File: src/rtl/stb_seq_ctrl.sv
// stb_seq_ctrl: sequencer for the measurement-unit strobe generator.
// Holds the generator in reset after a software start, waits for its period
// measurement, requests the programmed number of strobes one at a time,
// counts the valid ones and reports a final status with a one-cycle done pulse.
// Optional build macro: STB_SEQ_CTRL_WDT_EN adds a per-phase watchdog that
// ends any wait longer than WDT_CYCLES with status TIMEOUT.
module stb_seq_ctrl #(
   parameter int N_STB_WIDTH = 16,
   parameter int T_CNT_WIDTH = 32,
   parameter int RST_CYCLES  = 4,
   parameter int WDT_CYCLES  = 1048576
) (
   input  logic                   clk_i,
   input  logic                   arstn_i,
   input  logic                   start_i,
   input  logic                   abort_i,
   input  logic [N_STB_WIDTH-1:0] n_stb_i,
   output logic                   busy_o,
   output logic                   done_o,
   output logic [1:0]             status_o,
   output logic [N_STB_WIDTH-1:0] stb_cnt_o,
   output logic [T_CNT_WIDTH-1:0] period_o,
   output logic                   gen_arstn_o,
   input  logic                   gen_rdy_i,
   input  logic                   gen_err_i,
   input  logic                   gen_stb_valid_i,
   input  logic [T_CNT_WIDTH-1:0] gen_period_i,
   output logic                   gen_stb_req_o
);

   typedef enum logic [2:0] {
      S_IDLE,
      S_GEN_RST,
      S_WAIT_RDY,
      S_REQ,
      S_WAIT_CLR,
      S_WAIT_VALID,
      S_DONE
   } state_t;

   typedef enum logic [1:0] {
      ST_OK      = 2'b00,
      ST_TIMEOUT = 2'b01,
      ST_GEN_ERR = 2'b10,
      ST_ABORT   = 2'b11
   } status_t;

   localparam int RCW = $clog2(RST_CYCLES + 1);

   // Reject parameter values that would make the reset phase or watchdog meaningless.
   if (RST_CYCLES < 1 || WDT_CYCLES < 1) begin : g_param_chk
      $error("stb_seq_ctrl: RST_CYCLES and WDT_CYCLES must be >= 1");
   end

   state_t                 state_q, state_d;
   logic [RCW-1:0]         rst_cnt_q, rst_cnt_d;
   logic [N_STB_WIDTH-1:0] n_tgt_q, n_tgt_d;
   logic [N_STB_WIDTH-1:0] stb_cnt_q, stb_cnt_d;
   logic [T_CNT_WIDTH-1:0] period_q, period_d;
   status_t                status_q, status_d;
   logic                   done_q, done_d;
   logic                   busy_q, busy_d;
   logic                   gen_arstn_q, gen_arstn_d;
   logic                   req_q, req_d;
   logic                   early_exit;
   status_t                exit_status;

`ifdef STB_SEQ_CTRL_WDT_EN
   localparam int WCW = $clog2(WDT_CYCLES + 1);

   logic [WCW-1:0] wdt_cnt_q;
   logic           in_wait;
   logic           wdt_expired;

   assign in_wait     = (state_q == S_WAIT_RDY) || (state_q == S_WAIT_CLR) ||
                        (state_q == S_WAIT_VALID);
   assign wdt_expired = in_wait && (wdt_cnt_q == WCW'(WDT_CYCLES - 1));

   // Per-phase watchdog: restarts on every state change, counts only while waiting.
   always_ff @(posedge clk_i or negedge arstn_i) begin
      if (!arstn_i) begin
         wdt_cnt_q <= '0;
      end else if (state_d != state_q) begin
         wdt_cnt_q <= '0;
      end else if (in_wait) begin
         wdt_cnt_q <= wdt_cnt_q + WCW'(1);
      end
   end
`endif

   // State and every output register; all outputs come straight from flops.
   // NOTE: sequential state uses non-blocking assignments so every flop samples
   // pre-edge values regardless of statement order.
   always_ff @(posedge clk_i or negedge arstn_i) begin
      if (!arstn_i) begin
         state_q     <= S_IDLE;
         rst_cnt_q   <= '0;
         n_tgt_q     <= '0;
         stb_cnt_q   <= '0;
         period_q    <= '0;
         status_q    <= ST_OK;
         done_q      <= 1'b0;
         busy_q      <= 1'b0;
         gen_arstn_q <= 1'b0;
         req_q       <= 1'b0;
      end else begin
         state_q     <= state_d;
         rst_cnt_q   <= rst_cnt_d;
         n_tgt_q     <= n_tgt_d;
         stb_cnt_q   <= stb_cnt_d;
         period_q    <= period_d;
         status_q    <= status_d;
         done_q      <= done_d;
         busy_q      <= busy_d;
         gen_arstn_q <= gen_arstn_d;
         req_q       <= req_d;
      end
   end

   // Next-state logic: early exits by priority, then the normal phase transitions.
   // NOTE: every signal gets a default first so no path can infer a latch.
   always_comb begin
      state_d     = state_q;
      rst_cnt_d   = rst_cnt_q;
      n_tgt_d     = n_tgt_q;
      stb_cnt_d   = stb_cnt_q;
      period_d    = period_q;
      status_d    = status_q;
      early_exit  = 1'b0;
      exit_status = ST_OK;

      if (state_q != S_IDLE && state_q != S_DONE) begin
         if (abort_i) begin
            early_exit  = 1'b1;
            exit_status = ST_ABORT;
         end else if (gen_err_i && state_q != S_GEN_RST) begin
            early_exit  = 1'b1;
            exit_status = ST_GEN_ERR;
`ifdef STB_SEQ_CTRL_WDT_EN
         end else if (wdt_expired) begin
            early_exit  = 1'b1;
            exit_status = ST_TIMEOUT;
`endif
         end
      end

      if (early_exit) begin
         state_d  = S_DONE;
         status_d = exit_status;
      end else begin
         case (state_q)
            S_IDLE: begin
               if (start_i) begin
                  n_tgt_d   = n_stb_i;
                  stb_cnt_d = '0;
                  rst_cnt_d = RCW'(RST_CYCLES);
                  state_d   = S_GEN_RST;
               end
            end
            S_GEN_RST: begin
               rst_cnt_d = rst_cnt_q - RCW'(1);
               if (rst_cnt_q == RCW'(1)) begin
                  state_d = S_WAIT_RDY;
               end
            end
            S_WAIT_RDY: begin
               if (gen_rdy_i) begin
                  period_d = gen_period_i;
                  if (n_tgt_q == '0) begin
                     state_d  = S_DONE;
                     status_d = ST_OK;
                  end else begin
                     state_d = S_REQ;
                  end
               end
            end
            S_REQ: begin
               state_d = S_WAIT_CLR;
            end
            S_WAIT_CLR: begin
               // The generator drops valid once it has taken the new request.
               if (!gen_stb_valid_i) begin
                  state_d = S_WAIT_VALID;
               end
            end
            S_WAIT_VALID: begin
               if (gen_stb_valid_i) begin
                  stb_cnt_d = stb_cnt_q + N_STB_WIDTH'(1);
                  if (stb_cnt_q + N_STB_WIDTH'(1) == n_tgt_q) begin
                     state_d  = S_DONE;
                     status_d = ST_OK;
                  end else begin
                     state_d = S_REQ;
                  end
               end
            end
            S_DONE: begin
               state_d = S_IDLE;
            end
            default: begin
               state_d = S_IDLE;
            end
         endcase
      end
   end

   // Output decode from the next state so each output is a plain flop.
   always_comb begin
      busy_d = (state_d != S_IDLE);
      done_d = (state_d == S_DONE);
      req_d  = (state_d == S_REQ);
      case (state_d)
         S_WAIT_RDY, S_REQ, S_WAIT_CLR, S_WAIT_VALID: gen_arstn_d = 1'b1;
         // An abort straight out of GEN_RST keeps the generator in reset.
         S_DONE:  gen_arstn_d = gen_arstn_q;
         default: gen_arstn_d = 1'b0;
      endcase
   end

   assign busy_o        = busy_q;
   assign done_o        = done_q;
   assign status_o      = status_q;
   assign stb_cnt_o     = stb_cnt_q;
   assign period_o      = period_q;
   assign gen_arstn_o   = gen_arstn_q;
   assign gen_stb_req_o = req_q;

endmodule

File: config.mk
export PLATFORM = sky130hd
export DESIGN_NAME = stb_seq_ctrl
export DESIGN_NICKNAME = d
export VERILOG_FILES = /design/src/rtl/stb_seq_ctrl.sv
export SDC_FILE = /design/constraint.sdc
export NUM_CORES = 1
export LEC_CHECK = 0
export ABC_CLOCK_PERIOD_IN_PS = 4000
export CAP_MARGIN = 25
export CORE_MARGIN = 2
export CORE_UTILIZATION = 40
export CTS_CLUSTER_SIZE = 30
export DETAILED_ROUTE_END_ITERATION = 8
export GPL_ROUTABILITY_DRIVEN = 0
export PLACE_DENSITY = 0.69
export SYNTH_ARGS = -nofsm -noshare
export SYNTH_HDL_FRONTEND = slang
export SYNTH_SLANG_ARGS = --single-unit
File: constraint.sdc
create_clock -name clk_i -period 4 [get_ports clk_i]
set_input_delay 0.4 -clock clk_i [delete_from_list [all_inputs] [get_ports clk_i]]
set_output_delay 0.4 -clock clk_i [all_outputs]
set_load 0.005 [all_outputs]
* After elaboration in Yosys (flattened, before gate mapping)
Cells that the tools add are included.
Storage, ports and cells: register bits 76, bits of input ports 55, output and inout bits 54
Operators by class: add/subtract/negate cells 2, eq/ne operators 20, mux-type cells 27, bitwise operators 1, reductions and logical operators 15
Operator list (number):
- 16-bit two-way mux | 2
- 16-bit case mux with 2 select lines | 1
- 3-bit two-way mux | 9
- 3-bit case mux with 6 select lines | 1
- 16-bit by 1-bit adder with 16-bit output (second input constant) | 1
- 16-bit == test | 1
- 16-bit logical NOT | 1
- 2-bit two-way mux | 8
- 3-bit == test (second input constant) | 5
- 3-bit inequality test (second input constant) | 5
- 3-bit by 2-bit == test with 1-bit output (second input constant) | 4
- 3-bit AND reduction | 3
- 3-bit nonzero test | 3
- 3-bit by 1-bit == test with 1-bit output (second input constant) | 2
- 3-bit case mux with 2 select lines | 1
- 5-bit AND reduction | 1
- 2-bit inequality test (second input constant) | 2
- 2-bit case mux with 2 select lines | 1
- 4-bit AND reduction | 1
- 2-bit nonzero test | 2
- 4-bit OR reduction | 1
- 3-bit logical NOT | 1
- 1-bit two-way mux | 3
- 3-bit by 1-bit inequality test with 1-bit output (second input constant) | 1
- other kinds (4) | 5

* Logic depth before layout (Yosys ltp)
Gate-level depths: netlist of the first run.
word-level depth 9, mapped depth 9

* Worst setup path after synthesis of the first run
OpenSTA, ideal clock, no wires.
kind reg2reg, start register stb_cnt_q[0] (netlist: stb_cnt_o[0]), end register req_q (netlist: gen_stb_req_o), data arrival time 2.612 ns, required time 3.856 ns, slack 1.244 ns, cell stages (with the launch flop) 10, clock period less this slack 2.756 ns, cells stage by stage dfrtp_1 > ha_1 > nand3_4 > or4_1 > buf_2 > or4_4 > o211ai_2 > nor2_1 > nor4_4 > a2111oi_0
On the way: cells in the longest elaborated chain, start to end 7
RTL lines:
- from (decl) | line 58 | logic [N_STB_WIDTH-1:0] stb_cnt_q, stb_cnt_d;
- from (signal assigned) | line 110 | stb_cnt_q <= stb_cnt_d;
- 16-bit by 1-bit adder with 16-bit output | line 189 | if (stb_cnt_q + N_STB_WIDTH'(1) == n_tgt_q) begin
- 16-bit == test | line 189
- 3-bit two-way mux | line 189
- 3-bit two-way mux | line 187 | if (gen_stb_valid_i) begin
- 3-bit case mux with 6 select lines | line 151 | case (state_q)
- 3-bit two-way mux | line 147 | if (early_exit) begin
- 3-bit by 2-bit == test with 1-bit output | line 211 | req_d = (state_d == S_REQ);
- net req_d | line 64 | logic req_q, req_d;
- to (signal assigned) | line 116 | req_q <= req_d;
- to (decl) | line 64
The timed path passes the listed nets, and every way through them passes these cells. A chain may end at the register's enable or synchronous reset.

* Worst setup path after layout of the first run
start register stb_cnt_q[3] (netlist: stb_cnt_o[3]), end register req_q (netlist: gen_stb_req_o)
The elaborated chain is that of the path after synthesis.

==> impl_metrics.py, run 1 <==
metrics = {
    "run_status": {
        "status": "complete, no violations",
    },
    "global_route": {
        "antenna_found_initial": 0,
        "grt_pass1_wl_um": 15600,
        "track_usage": 0.191,
        "grt_max_degree": 77,
        "grt_pass1_vias": 3139,
        "gr-total-overflow": 0,
    },
    "critical_path": {
        "startpoint_type": "register",
        "slowest_stage": "dfrtp_1",
        "crit_path_start": "stb_cnt_o[3]",
        "path_class": "reg -> reg",
        "arrival_ns": 3.38,
        "cp-end-kind": "register",
        "required_ns": 4.18,
        "slowest_delay_ns": 0.58,
        "cp_max_fo": 11,
        "r2r-start": "stb_cnt_o[3]",
        "crit_chain": "nand4_1 -> or3_1 -> mux2i_1 -> a211oi_1 -> nand2b_1 -> o21ai_1 -> a2111oi_0",
    },
    "yosys": {
        "synth_edf_count": 0,
        "avgSynthCellArea_um2": 10.4,
        "ys.flop_type": "dfrtp_1",
        "yosys_warnings": 0,
        "synth_nets": 433,
        "synth-async-reset-ratio": 1.00,
        "yosysSeqAreaShare": 0.488,
        "ys_seq_elements": 76,
        "netlist_instances": 375,
        "synth_area_um2": 3900,
        "synth.distinct_cells": 48,
    },
    "placement": {
        "port_buffers": 108,
        "post-place-ws_ns": 0.671,
        "dp.final_hpwl_um": 6970,
    },
    "power_and_ir_drop": {
        "p_per_area_nw_per_um2": 599,
        "power_mw": 3.17,
        "ir_drop_mv": 0.339,
        "p_leak_nw": 2.14,
    },
    "routing": {
        "wirelength_um": 9670,
        "first_pass_iters": 4,
        "viasPerCell": 5.33,
        "vias": 3283,
        "met1Wirelength_um": 4220,
        "dr_wl_met3_um": 883,
        "drc_errors": 0,
        "wl_met2_um": 4440,
        "dr.max_layer_used": "met4",
        "first_iter_violations": 182,
        "antenna_left": 0,
        "wl_per_cell_um": 15.7,
    },
    "timing": {
        "skew_ns": 0.00785,
        "max_freq_mhz": 313,
        "rsz0062_at_grt": "no",
        "fin_tns_setup_ns": 0,
        "post-route-worst-setup-slack_ns": 0.800,
        "final_hold_viol_count": 0,
        "slew_headroom": 0.503,
        "slew_violations": 0,
        "worst_slew_pin_slew_ns": 0.745,
        "whs_ns": 0.384,
        "finalSetupViolations": 0,
        "fin_crit_sh": 0.800,
        "min_period_ns": 3.20,
    },
    "cts": {
        "insertion_delay_ns": 0.35,
        "cts_setup_buffers": 0,
        "cts_tree": "built",
        "cts-resized-gates": 0,
        "clkTransAtPathRegs_ns": 0.09,
        "clockRootBuffer": "clkbuf_8",
        "cts_max_level": 3,
        "clock_path_buffers": 2,
        "cts.sinks": 76,
        "cts-buffers-inserted": 9,
    },
    "flow_run": {
        "cap_violations": 0,
    },
    "floorplan": {
        "die_h_um": 103,
        "initial_core_util": 0.406,
        "io-pin-count": 109,
        "coreArea_um2": 9590,
        "rows": 36,
        "dieArea_um2": 10500,
        "dieWidth_um": 103,
    },
    "layout": {
        "final_common_cell": "clkdlybuf4s50_1",
        "antennaDiodeCount": 0,
        "fillers": 835,
        "layout_common_cells": "clkdlybuf4s50_1 (107), dfrtp_1 (76), mux2_2 (46)",
        "nets": 536,
        "syn2layout_area_growth_pct": 35.8,
        "drive_above_1_share": 0.147,
        "utilization": 0.552,
    },
    "min_path": {
        "worst_hold_path_type": "in -> async",
    },
}
==> cell families after synthesis <==
group,share of synthesized area
AND/OR/NAND/NOR,0.168
AO/OA/AOI/OAI,0.127
flip-flops,0.488
multiplexers,0.138
buffers and inverters,0.0286
XOR/XNOR,0.0404
adder cells (fa/ha/maj),0.00963
==> stage by stage <==
stage	instance area [µm²]	instances
final	5290	616
after global routing	5290	616
after CTS	5250	614
after detailed placement	5070	598
after global placement	5070	598
after floorplan	3900	375
==> power breakdown <==
part,total [mW],leakage [nW],switching [mW],internal (mW)
clock network,0.549,0.0928,0.302,0.246
logic,1.29,1.10,0.523,0.765
registers,1.33,0.953,0.272,1.06
==> registers in the layout, summed over array words and instances, names as in the netlist <==
| signal | flops |
|---|---|
| stb_cnt_o | 16 |
| state_q | 3 |
| status_o | 2 |
| n_tgt_q | 16 |
| period_o | 32 |
| done_o | 1 |
| rst_cnt_q | 3 |
| busy_o | 1 |
| gen_stb_req_o | 1 |
| gen_arstn_o | 1 |
==> per-layer routing <==
metal / vias to the layer above / GRT usage
met1: 1580 / 0.248
met4: 0 / 0.0533
li1: 1563 / -
met3: 12 / 0.0753
met5: - / 0
met2: 128 / 0.299
==> critical path, delay by kind of cell (launching register included) <==
kind / cells / cell delay (ns)
mux: 1 / 0.16
flops: 1 / 0.58
compound gates: 3 / 1.16
simple gates: 3 / 1.14
==> cell type report <==
class	instances	area [µm²]	share of cell area
inverters	8	30.0	0.00568
repair buffers	111	1120	0.212
clock inverters	6	47.5	0.00899
well taps	133	166	0.0314
clock buffers	10	138	0.0260
flip-flops and latches	76	1900	0.359
multi-input cells	272	1880	0.356
==> Yosys cell counts (8+ instances only) <==
cell type / number / area share
mux2_2: 46 / 0.13
nand3_1: 11 / 0.014
nand2_1: 27 / 0.026
a21oi_1: 12 / 0.015
dfrtp_1: 76 / 0.49
nor2_1: 33 / 0.032
o21ai_0: 31 / 0.040
clkbuf_1: 14 / 0.013
xnor2_1: 13 / 0.029
nor4_1: 8 / 0.013
inv_1: 8 / 0.0077
==> repair_timing <==
item | in CTS | in global routing
hold buffers | 0 | 1
endpoints found under the setup margin | 0 | 0
endpoints found under the hold margin | 0 | 3
==> final timing paths <==
check | to | cells past startpoint | slack [ns]
worst max-delay path | gen_stb_req_o | 7 | 0.80
worst min-delay path | period_o[0] | 2 | 0.38
worst max register to register | gen_stb_req_o | 7 | 0.80
worst min register to register | rst_cnt_q[1] | 2 | 0.49
max in group asynchronous | busy_o | 3 | 3.07
min in group clk_i | rst_cnt_q[1] | 2 | 0.49
Note: power is estimated with default switching activity, not from simulation.
==> run 2: changes to the inputs <==
ABC_CLOCK_PERIOD_IN_PS = 3000   (was 4000)
clock period = 3 ns   (was 4 ns; I/O delays follow)
==> impl_metrics.py, run 2 (synthesized netlist as in run 1, its figures left out) <==
metrics = {
    "critical_path": {
        "required_ns": 3.21,
        "reg2regPathDepth": 8,
        "startpoint_type": "register",
        "path_class": "reg -> reg",
        "cp_max_fo": 6,
        "arrival_ns": 2.95,
        "cp-end-kind": "register",
    },
    "routing": {
        "first_iter_violations": 266,
        "wl_per_cell_um": 15.7,
        "first_pass_iters": 4,
        "wirelength_um": 9850,
        "vias": 3328,
        "antenna_left": 0,
        "drc_errors": 0,
        "viasPerCell": 5.32,
    },
    "floorplan": {
        "rows": 36,
        "coreArea_um2": 9590,
        "die_h_um": 103,
        "dieWidth_um": 103,
        "dieArea_um2": 10500,
        "io-pin-count": 109,
        "initial_core_util": 0.406,
    },
    "power_and_ir_drop": {
        "ir_drop_mv": 0.417,
        "p_leak_nw": 2.20,
        "p_per_area_nw_per_um2": 807,
    },
    "cts": {
        "cts.sinks": 76,
        "insertion_delay_ns": 0.36,
        "cts_max_level": 3,
        "clkTransAtPathRegs_ns": 0.09,
        "clockRootBuffer": "clkbuf_8",
        "cts-buffers-inserted": 9,
        "cts_tree": "built",
        "cts_setup_buffers": 0,
        "clock_path_buffers": 2,
    },
    "timing": {
        "final_hold_viol_count": 0,
        "fin_tns_setup_ns": 0,
        "finalSetupViolations": 0,
        "rsz0062_at_grt": "no",
        "slew_violations": 0,
        "worst_slew_pin_slew_ns": 0.726,
        "skew_ns": 0.0119,
        "post-route-worst-setup-slack_ns": 0.260,
        "max_freq_mhz": 365,
        "min_period_ns": 2.74,
        "slew_headroom": 0.516,
        "fin_crit_sh": 0.913,
    },
    "global_route": {
        "track_usage": 0.200,
        "gr-total-overflow": 0,
        "grt_pass1_wl_um": 16300,
        "antenna_found_initial": 0,
        "grt_max_degree": 77,
        "grt_pass1_vias": 3376,
    },
    "placement": {
        "dp_cells": 608,
        "dp.final_hpwl_um": 7140,
        "post-place-ws_ns": 0.275,
        "port_buffers": 108,
    },
    "layout": {
        "fin_cells": 626,
        "layout_common_cells": "clkdlybuf4s50_1 (107), dfrtp_1 (76), mux2_2 (46)",
        "antennaDiodeCount": 0,
        "syn2layout_area_growth_pct": 38.3,
        "fillers": 839,
        "largest_reg_flops": 32,
        "nets": 546,
        "drive_above_1_share": 0.164,
        "utilization": 0.562,
        "final_common_cell": "clkdlybuf4s50_1",
    },
    "flow_run": {
        "cap_violations": 0,
    },
    "min_path": {
        "worst_hold_path_type": "in -> async",
    },
    "run_status": {
        "status": "complete, no violations",
    },
}
-- run 2: power breakdown --
part / leakage, nW / internal [mW] / total [mW] / switching (mW)
combinational: 1.15 / 1.05 / 1.77 / 0.723
clock: 0.0955 / 0.413 / 0.819 / 0.407
sequential: 0.953 / 1.41 / 1.76 / 0.350
-- run 2: what timing repair did --
item,in CTS,in global routing
gates resized for setup,0,0
hold endpoints to repair,0,8
hold buffers,0,1
-- run 2: worst paths after layout --
kind | slack [ns] | to | from
worst max-delay path | 0.26 | gen_stb_req_o | stb_cnt_o[0]
worst min-delay path | 0.26 | period_o[0] | arstn_i
worst max register to register | 0.26 | gen_stb_req_o | stb_cnt_o[0]
worst min register to register | 0.50 | rst_cnt_q[1] | rst_cnt_q[1]
max in group asynchronous | 2.20 | state_q[0] | arstn_i
min in group clk_i | 0.50 | n_tgt_q[5] | n_stb_i[5]
-- run 2: stage by stage --
step	power (mW)	cell area, µm²	hold WS, ns
6_report	4.35	5390	0.261
5_1_grt	4.66	5390	0.262
4_1_cts	4.38	5350	0.118
3_3_place_gp	3.49	5140	0.466
3_5_place_dp	3.53	5140	0.488
2_1_floorplan	2.67	3900	0.00441
-- run 2: layout make-up --
cell class / instances / area [µm²] / share of cell area
Sequential cell: 76 / 1900 / 0.353
Multi-Input combinational cell: 272 / 1880 / 0.350
Timing Repair Buffer: 121 / 1200 / 0.222
Tap cell: 133 / 166 / 0.0309
Clock buffer: 10 / 138 / 0.0255
Clock inverter: 6 / 70.1 / 0.0130
Inverter: 8 / 30.0 / 0.00557
-- run 2: worst max-delay path, stage by stage (launching register included) --
cell	delay, ns
dfrtp_1	0.36
ha_1	0.30
nand3_4	0.14
or4_1	0.58
or4_4	0.53
o211ai_2	0.09
nor2_1	0.09
nor4_4	0.40
a2111oi_0	0.12
-- run 2: routing by layer --
layer,track usage,part of all wire,up-vias
met5,0,0,-
met4,0.0841,0.019,0
met3,0.0719,0.091,15
met2,0.307,0.46,125
met1,0.257,0.43,1604
li1,-,-,1584
